`src/rtl/rv_dmem_lsu_pkg.sv`:
```
// Shared definitions for the data-memory load/store unit: size encodings,
// FSM states and the lane-select / extension helpers.
package rv_lsu_pkg;

  localparam logic [2:0] F3_B  = 3'b000;
  localparam logic [2:0] F3_H  = 3'b001;
  localparam logic [2:0] F3_W  = 3'b010;
  localparam logic [2:0] F3_BU = 3'b100;
  localparam logic [2:0] F3_HU = 3'b101;

  typedef enum logic [1:0] {
    IDLE,
    WAIT,
    DONE
  } lsu_state_e;

  // Unknown sizes count as faults so a stray funct3 can never touch memory.
  function automatic logic access_fault(input logic [2:0] f3, input logic [1:0] off);
    logic fault;
    case (f3)
      F3_B, F3_BU: fault = 1'b0;
      F3_H, F3_HU: fault = off[0];
      F3_W:        fault = (off != 2'b00);
      default:     fault = 1'b1;
    endcase
    return fault;
  endfunction

  function automatic logic [3:0] store_be(input logic [2:0] f3, input logic [1:0] off);
    logic [3:0] be;
    case (f3)
      F3_B:    be = 4'b0001 << off;
      F3_H:    be = off[1] ? 4'b1100 : 4'b0011;
      F3_W:    be = 4'b1111;
      default: be = 4'b0000;
    endcase
    return be;
  endfunction

  // Replicating the store data lets the byte enables pick the right lane.
  function automatic logic [31:0] store_lanes(input logic [2:0] f3, input logic [31:0] wdata);
    logic [31:0] lanes;
    case (f3)
      F3_B:    lanes = {4{wdata[7:0]}};
      F3_H:    lanes = {2{wdata[15:0]}};
      default: lanes = wdata;
    endcase
    return lanes;
  endfunction

  function automatic logic [31:0] load_extend(input logic [31:0] word, input logic [1:0] off,
                                              input logic [2:0] f3);
    logic [7:0]  byteSel;
    logic [15:0] halfSel;
    logic [31:0] result;
    byteSel = word[{off, 3'b000} +: 8];
    halfSel = off[1] ? word[31:16] : word[15:0];
    case (f3)
      F3_B:    result = {{24{byteSel[7]}}, byteSel};
      F3_BU:   result = {24'h000000, byteSel};
      F3_H:    result = {{16{halfSel[15]}}, halfSel};
      F3_HU:   result = {16'h0000, halfSel};
      F3_W:    result = word;
      default: result = 32'h0000_0000;
    endcase
    return result;
  endfunction

endpackage

```
`src/rtl/rv_dmem_lsu_if.sv`:
```
// Memory-stage request/response bundle plus the registered MMIO store port.
interface rv_dmem_lsu_if;

  logic        req_valid;
  logic        req_we;
  logic [2:0]  req_funct3;
  logic [31:0] req_addr;
  logic [31:0] req_wdata;
  logic [31:0] rdata;
  logic        stall;
  logic        access_err;
  logic        mmio_we;
  logic [31:0] mmio_addr;
  logic [31:0] mmio_wdata;

  modport master (
    output req_valid, req_we, req_funct3, req_addr, req_wdata,
    input  rdata, stall, access_err, mmio_we, mmio_addr, mmio_wdata
  );

  modport slave (
    input  req_valid, req_we, req_funct3, req_addr, req_wdata,
    output rdata, stall, access_err, mmio_we, mmio_addr, mmio_wdata
  );

endinterface

```
`src/rtl/rv_dmem_lsu_ram.sv`:
```
// Word-organised data array: byte-enable synchronous write, asynchronous read.
// Contents are deliberately not reset so a core reset keeps program data.
module dmem_ram #(
  parameter int DEPTH_WORDS = 64
) (
  input  logic                           clk,
  input  logic [$clog2(DEPTH_WORDS)-1:0] i_addr,
  input  logic                           i_we,
  input  logic [3:0]                     i_be,
  input  logic [31:0]                    i_wdata,
  output logic [31:0]                    o_rdata
);

  logic [31:0] r_mem [DEPTH_WORDS];

  always_ff @(posedge clk) begin
    for (int i = 0; i < 4; i++) begin
      if (i_we && i_be[i]) begin
        r_mem[i_addr][8*i +: 8] <= i_wdata[8*i +: 8];
      end
    end
  end

  assign o_rdata = r_mem[i_addr];

endmodule

```
`src/rtl/rv_dmem_lsu.sv`:
```
// Load/store unit in front of the data RAM: size handling, fault detection,
// optional multi-cycle read with pipeline stall, and a registered MMIO store port.
module rv_dmem_lsu
  import rv_lsu_pkg::*;
#(
  parameter int          DEPTH_WORDS = 64,
  parameter int          RD_LATENCY  = 0,
  parameter logic [31:0] MMIO_BASE   = 32'h0000_1000
) (
  input logic          clk,
  input logic          rst,
  rv_dmem_lsu_if.slave bus
);

  localparam int AW = $clog2(DEPTH_WORDS);

  logic [1:0]  w_off;
  logic        w_err;
  logic        w_isMmio;
  logic        w_reqOk;
  logic        w_ramStore;
  logic        w_ramLoad;
  logic        w_mmioStore;
  logic [31:0] w_ramWord;
  logic [31:0] w_loadData;

  logic        r_mmioWe;
  logic [31:0] r_mmioAddr;
  logic [31:0] r_mmioWdata;

  assign w_off       = bus.req_addr[1:0];
  assign w_err       = bus.req_valid && access_fault(bus.req_funct3, w_off);
  assign w_isMmio    = (bus.req_addr >= MMIO_BASE);
  assign w_reqOk     = bus.req_valid && !w_err;
  assign w_ramStore  = w_reqOk &&  bus.req_we && !w_isMmio;
  assign w_ramLoad   = w_reqOk && !bus.req_we && !w_isMmio;
  assign w_mmioStore = w_reqOk &&  bus.req_we &&  w_isMmio;

  assign bus.access_err = w_err;

  // Addresses above the array depth simply wrap onto the low words.
  dmem_ram #(
    .DEPTH_WORDS(DEPTH_WORDS)
  ) u_ram (
    .clk    (clk),
    .i_addr (bus.req_addr[AW+1:2]),
    .i_we   (w_ramStore),
    .i_be   (store_be(bus.req_funct3, w_off)),
    .i_wdata(store_lanes(bus.req_funct3, bus.req_wdata)),
    .o_rdata(w_ramWord)
  );

  assign w_loadData = load_extend(w_ramWord, w_off, bus.req_funct3);

  // MMIO stores always forward the full word; the peripheral decodes the size.
  always_ff @(posedge clk or posedge rst) begin
    if (rst) begin
      r_mmioWe    <= 1'b0;
      r_mmioAddr  <= 32'h0000_0000;
      r_mmioWdata <= 32'h0000_0000;
    end else begin
      r_mmioWe <= w_mmioStore;
      if (w_mmioStore) begin
        r_mmioAddr  <= bus.req_addr;
        r_mmioWdata <= bus.req_wdata;
      end
    end
  end

  assign bus.mmio_we    = r_mmioWe;
  assign bus.mmio_addr  = r_mmioAddr;
  assign bus.mmio_wdata = r_mmioWdata;

  if (RD_LATENCY == 0) begin : g_comb
    assign bus.rdata = w_ramLoad ? w_loadData : 32'h0000_0000;
    assign bus.stall = 1'b0;
  end else begin : g_fsm
    lsu_state_e  r_state;
    logic [2:0]  r_cnt;
    logic [31:0] r_rdata;

    // The request is held stable while stalled, so the data sampled on the
    // last WAIT cycle is the one presented during DONE.
    always_ff @(posedge clk or posedge rst) begin
      if (rst) begin
        r_state <= IDLE;
        r_cnt   <= 3'd0;
        r_rdata <= 32'h0000_0000;
      end else begin
        case (r_state)
          IDLE: begin
            if (w_ramLoad) begin
              r_state <= WAIT;
              r_cnt   <= 3'(RD_LATENCY - 1);
            end
          end
          WAIT: begin
            if (r_cnt == 3'd0) begin
              r_state <= DONE;
              r_rdata <= w_loadData;
            end else begin
              r_cnt <= r_cnt - 3'd1;
            end
          end
          DONE:    r_state <= IDLE;
          default: r_state <= IDLE;
        endcase
      end
    end

    assign bus.rdata = (r_state == DONE) ? r_rdata : 32'h0000_0000;
    assign bus.stall = ((r_state == IDLE) && w_ramLoad) || (r_state == WAIT);

    a_reqStableInWait: assert property (@(posedge clk) disable iff (rst)
      (r_state == WAIT) |-> ($stable(bus.req_valid) && $stable(bus.req_we) &&
                             $stable(bus.req_funct3) && $stable(bus.req_addr)));
  end

endmodule

```
`src/flat_wrapper.sv`:
```
// flat-port wrapper written by rule: the top's interface ports become plain ports
module rv_dmem_lsu_flat import rv_lsu_pkg::*;
#(
  parameter int          DEPTH_WORDS = 64,
  parameter int          RD_LATENCY  = 0,
  parameter logic [31:0] MMIO_BASE   = 32'h0000_1000
)
  (clk, rst, bus_req_valid, bus_req_we, bus_req_funct3, bus_req_addr, bus_req_wdata, bus_rdata, bus_stall, bus_access_err, bus_mmio_we, bus_mmio_addr, bus_mmio_wdata);
  rv_dmem_lsu_if bus_i ();
  input logic clk;
  input logic rst;
  input wire logic [$bits(bus_i.req_valid)-1:0] bus_req_valid;
  input wire logic [$bits(bus_i.req_we)-1:0] bus_req_we;
  input wire logic [$bits(bus_i.req_funct3)-1:0] bus_req_funct3;
  input wire logic [$bits(bus_i.req_addr)-1:0] bus_req_addr;
  input wire logic [$bits(bus_i.req_wdata)-1:0] bus_req_wdata;
  output wire logic [$bits(bus_i.rdata)-1:0] bus_rdata;
  output wire logic [$bits(bus_i.stall)-1:0] bus_stall;
  output wire logic [$bits(bus_i.access_err)-1:0] bus_access_err;
  output wire logic [$bits(bus_i.mmio_we)-1:0] bus_mmio_we;
  output wire logic [$bits(bus_i.mmio_addr)-1:0] bus_mmio_addr;
  output wire logic [$bits(bus_i.mmio_wdata)-1:0] bus_mmio_wdata;
  assign bus_i.req_valid = bus_req_valid;
  assign bus_i.req_we = bus_req_we;
  assign bus_i.req_funct3 = bus_req_funct3;
  assign bus_i.req_addr = bus_req_addr;
  assign bus_i.req_wdata = bus_req_wdata;
  assign bus_rdata = bus_i.rdata;
  assign bus_stall = bus_i.stall;
  assign bus_access_err = bus_i.access_err;
  assign bus_mmio_we = bus_i.mmio_we;
  assign bus_mmio_addr = bus_i.mmio_addr;
  assign bus_mmio_wdata = bus_i.mmio_wdata;
  rv_dmem_lsu #(.DEPTH_WORDS(DEPTH_WORDS), .RD_LATENCY(RD_LATENCY), .MMIO_BASE(MMIO_BASE)) u_core (.clk(clk), .rst(rst), .bus(bus_i));
endmodule
```
`config.mk`:
```
export PLATFORM = sky130hd
export DESIGN_NAME = rv_dmem_lsu_flat
export DESIGN_NICKNAME = d
export VERILOG_FILES = /design/src/rtl/rv_dmem_lsu_pkg.sv /design/src/rtl/rv_dmem_lsu_if.sv /design/src/rtl/rv_dmem_lsu_ram.sv /design/src/rtl/rv_dmem_lsu.sv /design/src/flat_wrapper.sv
export SDC_FILE = /design/constraint.sdc
export NUM_CORES = 2
export LEC_CHECK = 0
export CORE_ASPECT_RATIO = 0.6
export CORE_MARGIN = 2
export CORE_UTILIZATION = 45
export CTS_CLUSTER_DIAMETER = 60
export DETAILED_ROUTE_END_ITERATION = 12
export GPL_TIMING_DRIVEN = 0
export REMOVE_ABC_BUFFERS = 1
export SYNTH_ARGS = -nofsm -noshare
export SYNTH_HDL_FRONTEND = slang
export SYNTH_HIERARCHICAL = 1
export SYNTH_SLANG_ARGS = --single-unit
export TNS_END_PERCENT = 1
```
`constraint.sdc`:
```
create_clock -name clk -period 5.15 [get_ports clk]
set_clock_uncertainty 0.15 [all_clocks]
set_input_delay 0.7725 -clock clk [delete_from_list [all_inputs] [get_ports clk]]
set_output_delay 0.7725 -clock clk [all_outputs]
set_load 0.005 [all_outputs]
```
==> flow_metrics.tcl <==
set metrics [dict create \
    coreArea_sq_um 182000 \
    p_leak_nw 31.1 \
    die_area_sq_um 186000 \
    path_cells "buf_16 > buf_16 > nor2b_4 > buf_16 > buf_16 > bufbuf_16 > buf_16 > buf_12 > a22oi_1 > o22ai_1 > o21ai_0 > o21ai_0 > or3_1 > nand2_1 > a21oi_1 > buf_2" \
    hpwl_um 165000 \
    grt_pass1_wl_um 400000 \
    fillers 14200 \
    worst_setup_path_start_kind "input port" \
    cp.arrival_ns 4.31 \
    ys_seq_area_share_pct 76.7 \
    io_buffers 168 \
    worstPathRequired_ns 4.23 \
    max_freq_mhz 191 \
    clk_pin_slew_ns 0.07 \
    synth_top_area_share_pct 74.8 \
    hold_class "input port to async pin" \
    yosysWarnings 6 \
    timing.setup.tns_ns -0.828 \
    crit_family "compound AO/OA/AOI/OAI gates" \
    fin_crit_ns 5.24 \
    maxSlewHeadroom_pct 5.48 \
    endpoint_kind "output pin" \
    first_pass_iters 8 \
    die_w_um 556 \
    cts_buffers 195 \
    hold_buffers 0 \
    clk_latency_ns 0.83 \
    rows 121 \
    globalRoute.totalOverflow 0 \
    vias 53900 \
    wire_per_inst_um 38.2 \
    synthArstFlopShare_pct 3.08 \
    cp_max_fo 7 \
    worstSetupPathType "input port to output pin" \
    final_core_util_pct 53.8 \
    drive_above_1_share_pct 18.5 \
    cts_root_buf "clkbuf_16" \
    final_area_sq_um 97700 \
    maxCapViolCount 0 \
    worstMarginPinSlew_ns 1.42 \
    synthFlopType "edfxtp_1" \
    drc 0 \
    worst-path-buf-inv 8 \
    timing.final.ws_setup_ns -0.0872 \
    grt_max_degree 91 \
    finalMaxSlewViolations 0 \
    cp_common_cell "buf_16" \
    place_area_sq_um 87800 \
    drt_iter0_markers 10200 \
    antenna_left 0 \
    nNetsFinal 5299 \
    cpPeakStageDelay_ns 0.59 \
    synth_area_leaders "edfxtp_1 75%, a221oi_1 5.2%, a22oi_1 2.7%, nor2_1 2.5%, dfrtp_1 2.0%" \
    postSynthCellCount 4974 \
    ios 170 \
    cts.htree.levels 4 \
    ys_ff_latch 2113 \
    peakVddDrop_v 0.000242 \
    antenna_found_initial 11 \
    pre_cts_slack_ns -3.11 \
    synth_cell_types 59 \
    clk_path_buf_depth 4 \
    failed_checks "setup timing" \
    p_per_area_nw_per_um2 374 \
    cts_tree "yes" \
    track_usage_pct 30.7 \
    fin_crit_sh_pct 102 \
    hold_viol 0 \
    grt_pass1_vias 48800 \
    synth_area_sq_um 82200 \
    syn_to_final_growth_pct 18.8 \
    vias_per_cell 6.93 \
    syn_area_per_cell_sq_um 16.5 \
    synth_edf_count 2048 \
    wl_um 297000 \
    gp_congestion 0.837 \
    setup_viol 26 \
    holdWs_ns 0.0503 \
    status "complete, but fails checks" \
    initial_utilization_pct 45.3 \
    synth.largest_area_cell "edfxtp_1" \
    clock-sinks 2113 \
    die_h_um 335 \
    crit_slowest_cell "a22oi_1" \
    grt_setup_unrepaired "true" \
]
final timing paths:
| check | start | cells past startpoint | slack, ns | to |
|---|---|---|---|---|
| worst min-delay path | rst | 2 | 0.05 | u_core/bus.mmio_wdata[8] |
| worst max-delay path | bus_req_addr[3] | 16 | -0.09 | bus_rdata[4] |
| min in group clk | bus_req_wdata[1] | 1 | 0.07 | u_core/u_ram/r_mem[53][1] |
| worst min register to register | u_core/bus.mmio_addr[23] | 1 | 0.35 | u_core/bus.mmio_addr[23] |
| max in group asynchronous | rst | 3 | 4.22 | u_core/bus.mmio_wdata[21] |
| worst max register to register | u_core/bus.mmio_addr[12] | 1 | 4.23 | u_core/bus.mmio_addr[12] |
layout make-up:
cell class | count | area (sq um) | area share, %
sequential | 2113 | 63100 | 64.6
multi-input combinational | 2462 | 18700 | 19.2
timing repair buffer | 448 | 6800 | 6.96
clock buffer | 251 | 5230 | 5.35
tap | 2398 | 3000 | 3.07
clock inverter | 90 | 692 | 0.708
inverter | 6 | 76.3 | 0.0781
timing repair inverter | 2 | 22.5 | 0.0231
antenna | 6 | 15.0 | 0.0154
where the power goes:
group          internal [mW]  switching (mW)  total (mW)
Combinational           1.28            2.15        3.43
Clock                   7.64            6.33        14.0
Sequential              19.1          0.0616        19.1
layer usage:
layer / up-vias / global-route usage (%) / routed length [um]
met5: - / 0.620 / 279
met4: 16 / 8.75 / 9910
met3: 570 / 11.2 / 48900
met2: 4469 / 42.1 / 122000
met1: 27900 / 45.4 / 115000
li1: 21000 / - / -
flip-flops by register name, summed over array words and instances, names as in the netlist:
name,cells
u_core/bus.mmio_we,1
u_core/bus.mmio_addr,32
u_core/bus.mmio_wdata,32
u_core/u_ram/r_mem,2048
per-stage QoR:
step                power [mW]  std cells
floorplan                 20.6       4572
global placement          22.4       7138
detailed placement        22.3       7253
CTS                       36.4       7744
global route              37.3       7770
finish                    36.5       7776
placed cells by master, fill, tap and decap left out, types with 30 or more instances in the layout:
cell / netlist / final
nor2_1: 539 / 527
nand2_1: 108 / 86
o22ai_1: 135 / 120
clkinv_1: 1 / 46
mux2i_1: 109 / 106
edfxtp_1: 2048 / 2048
clkdlybuf4s50_1: 0 / 120
mux2_4: 39 / 43
bufbuf_16: 0 / 42
a21oi_1: 113 / 90
buf_2: 123 / 33
clkbuf_1: 188 / 47
nor3_1: 59 / 49
buf_4: 16 / 98
o21ai_1: 22 / 30
buf_16: 0 / 58
a221oi_1: 493 / 464
a22oi_1: 291 / 283
mux4_2: 42 / 42
clkbuf_16: 0 / 202
dfrtp_1: 65 / 65
buf_12: 0 / 67
o21ai_0: 106 / 66
nand3_1: 44 / 37
mux2_2: 107 / 103
cell families (layout without fill, tap and decap cells):
kind of cell	after synthesis	count (layout)	share of synthesized area, %
AOI/OAI and AO/OA	1295	1295	11.8
buffers and inverters	408	797	2.28
DFF	2113	2113	76.7
muxes	297	297	4.65
other	1	7	0.00456
and+or+nand+nor	860	869	4.51
synthesized netlist by cell type (8+ instances only):
| cell type | number |
|---|---|
| nor2b_1 | 9 |
| mux2_2 | 107 |
| a222oi_1 | 9 |
| edfxtp_1 | 2048 |
| nor4_1 | 8 |
| nand3b_1 | 9 |
| mux4_2 | 42 |
| o22ai_1 | 135 |
| nand2_1 | 108 |
| clkbuf_1 | 188 |
| o211ai_1 | 9 |
| o21ai_0 | 106 |
| or3_1 | 9 |
| mux2_4 | 39 |
| o21ai_1 | 22 |
| and3_1 | 10 |
| nor2_1 | 539 |
| nor3_1 | 59 |
| and2_1 | 9 |
| o22a_1 | 14 |
| o32ai_1 | 18 |
| a221oi_1 | 493 |
| buf_6 | 17 |
| a21oi_1 | 113 |
| buf_1 | 58 |
| or4_1 | 12 |
| buf_4 | 16 |
| nand4_1 | 17 |
| buf_2 | 123 |
| a22o_1 | 18 |
| dfrtp_1 | 65 |
| nand3_1 | 44 |
| a211o_1 | 14 |
| a22oi_1 | 291 |
| mux2i_1 | 109 |
| o221ai_1 | 20 |
what timing repair did:
item | CTS | global route
setup buffers | 98 | 19
pin swaps | 62 | 48
endpoints found under the setup margin | 537 | 32
resized for setup | 356 | 84
gates cloned | 53 | 9
No activity file was read; power rests on OpenSTA's default activity.
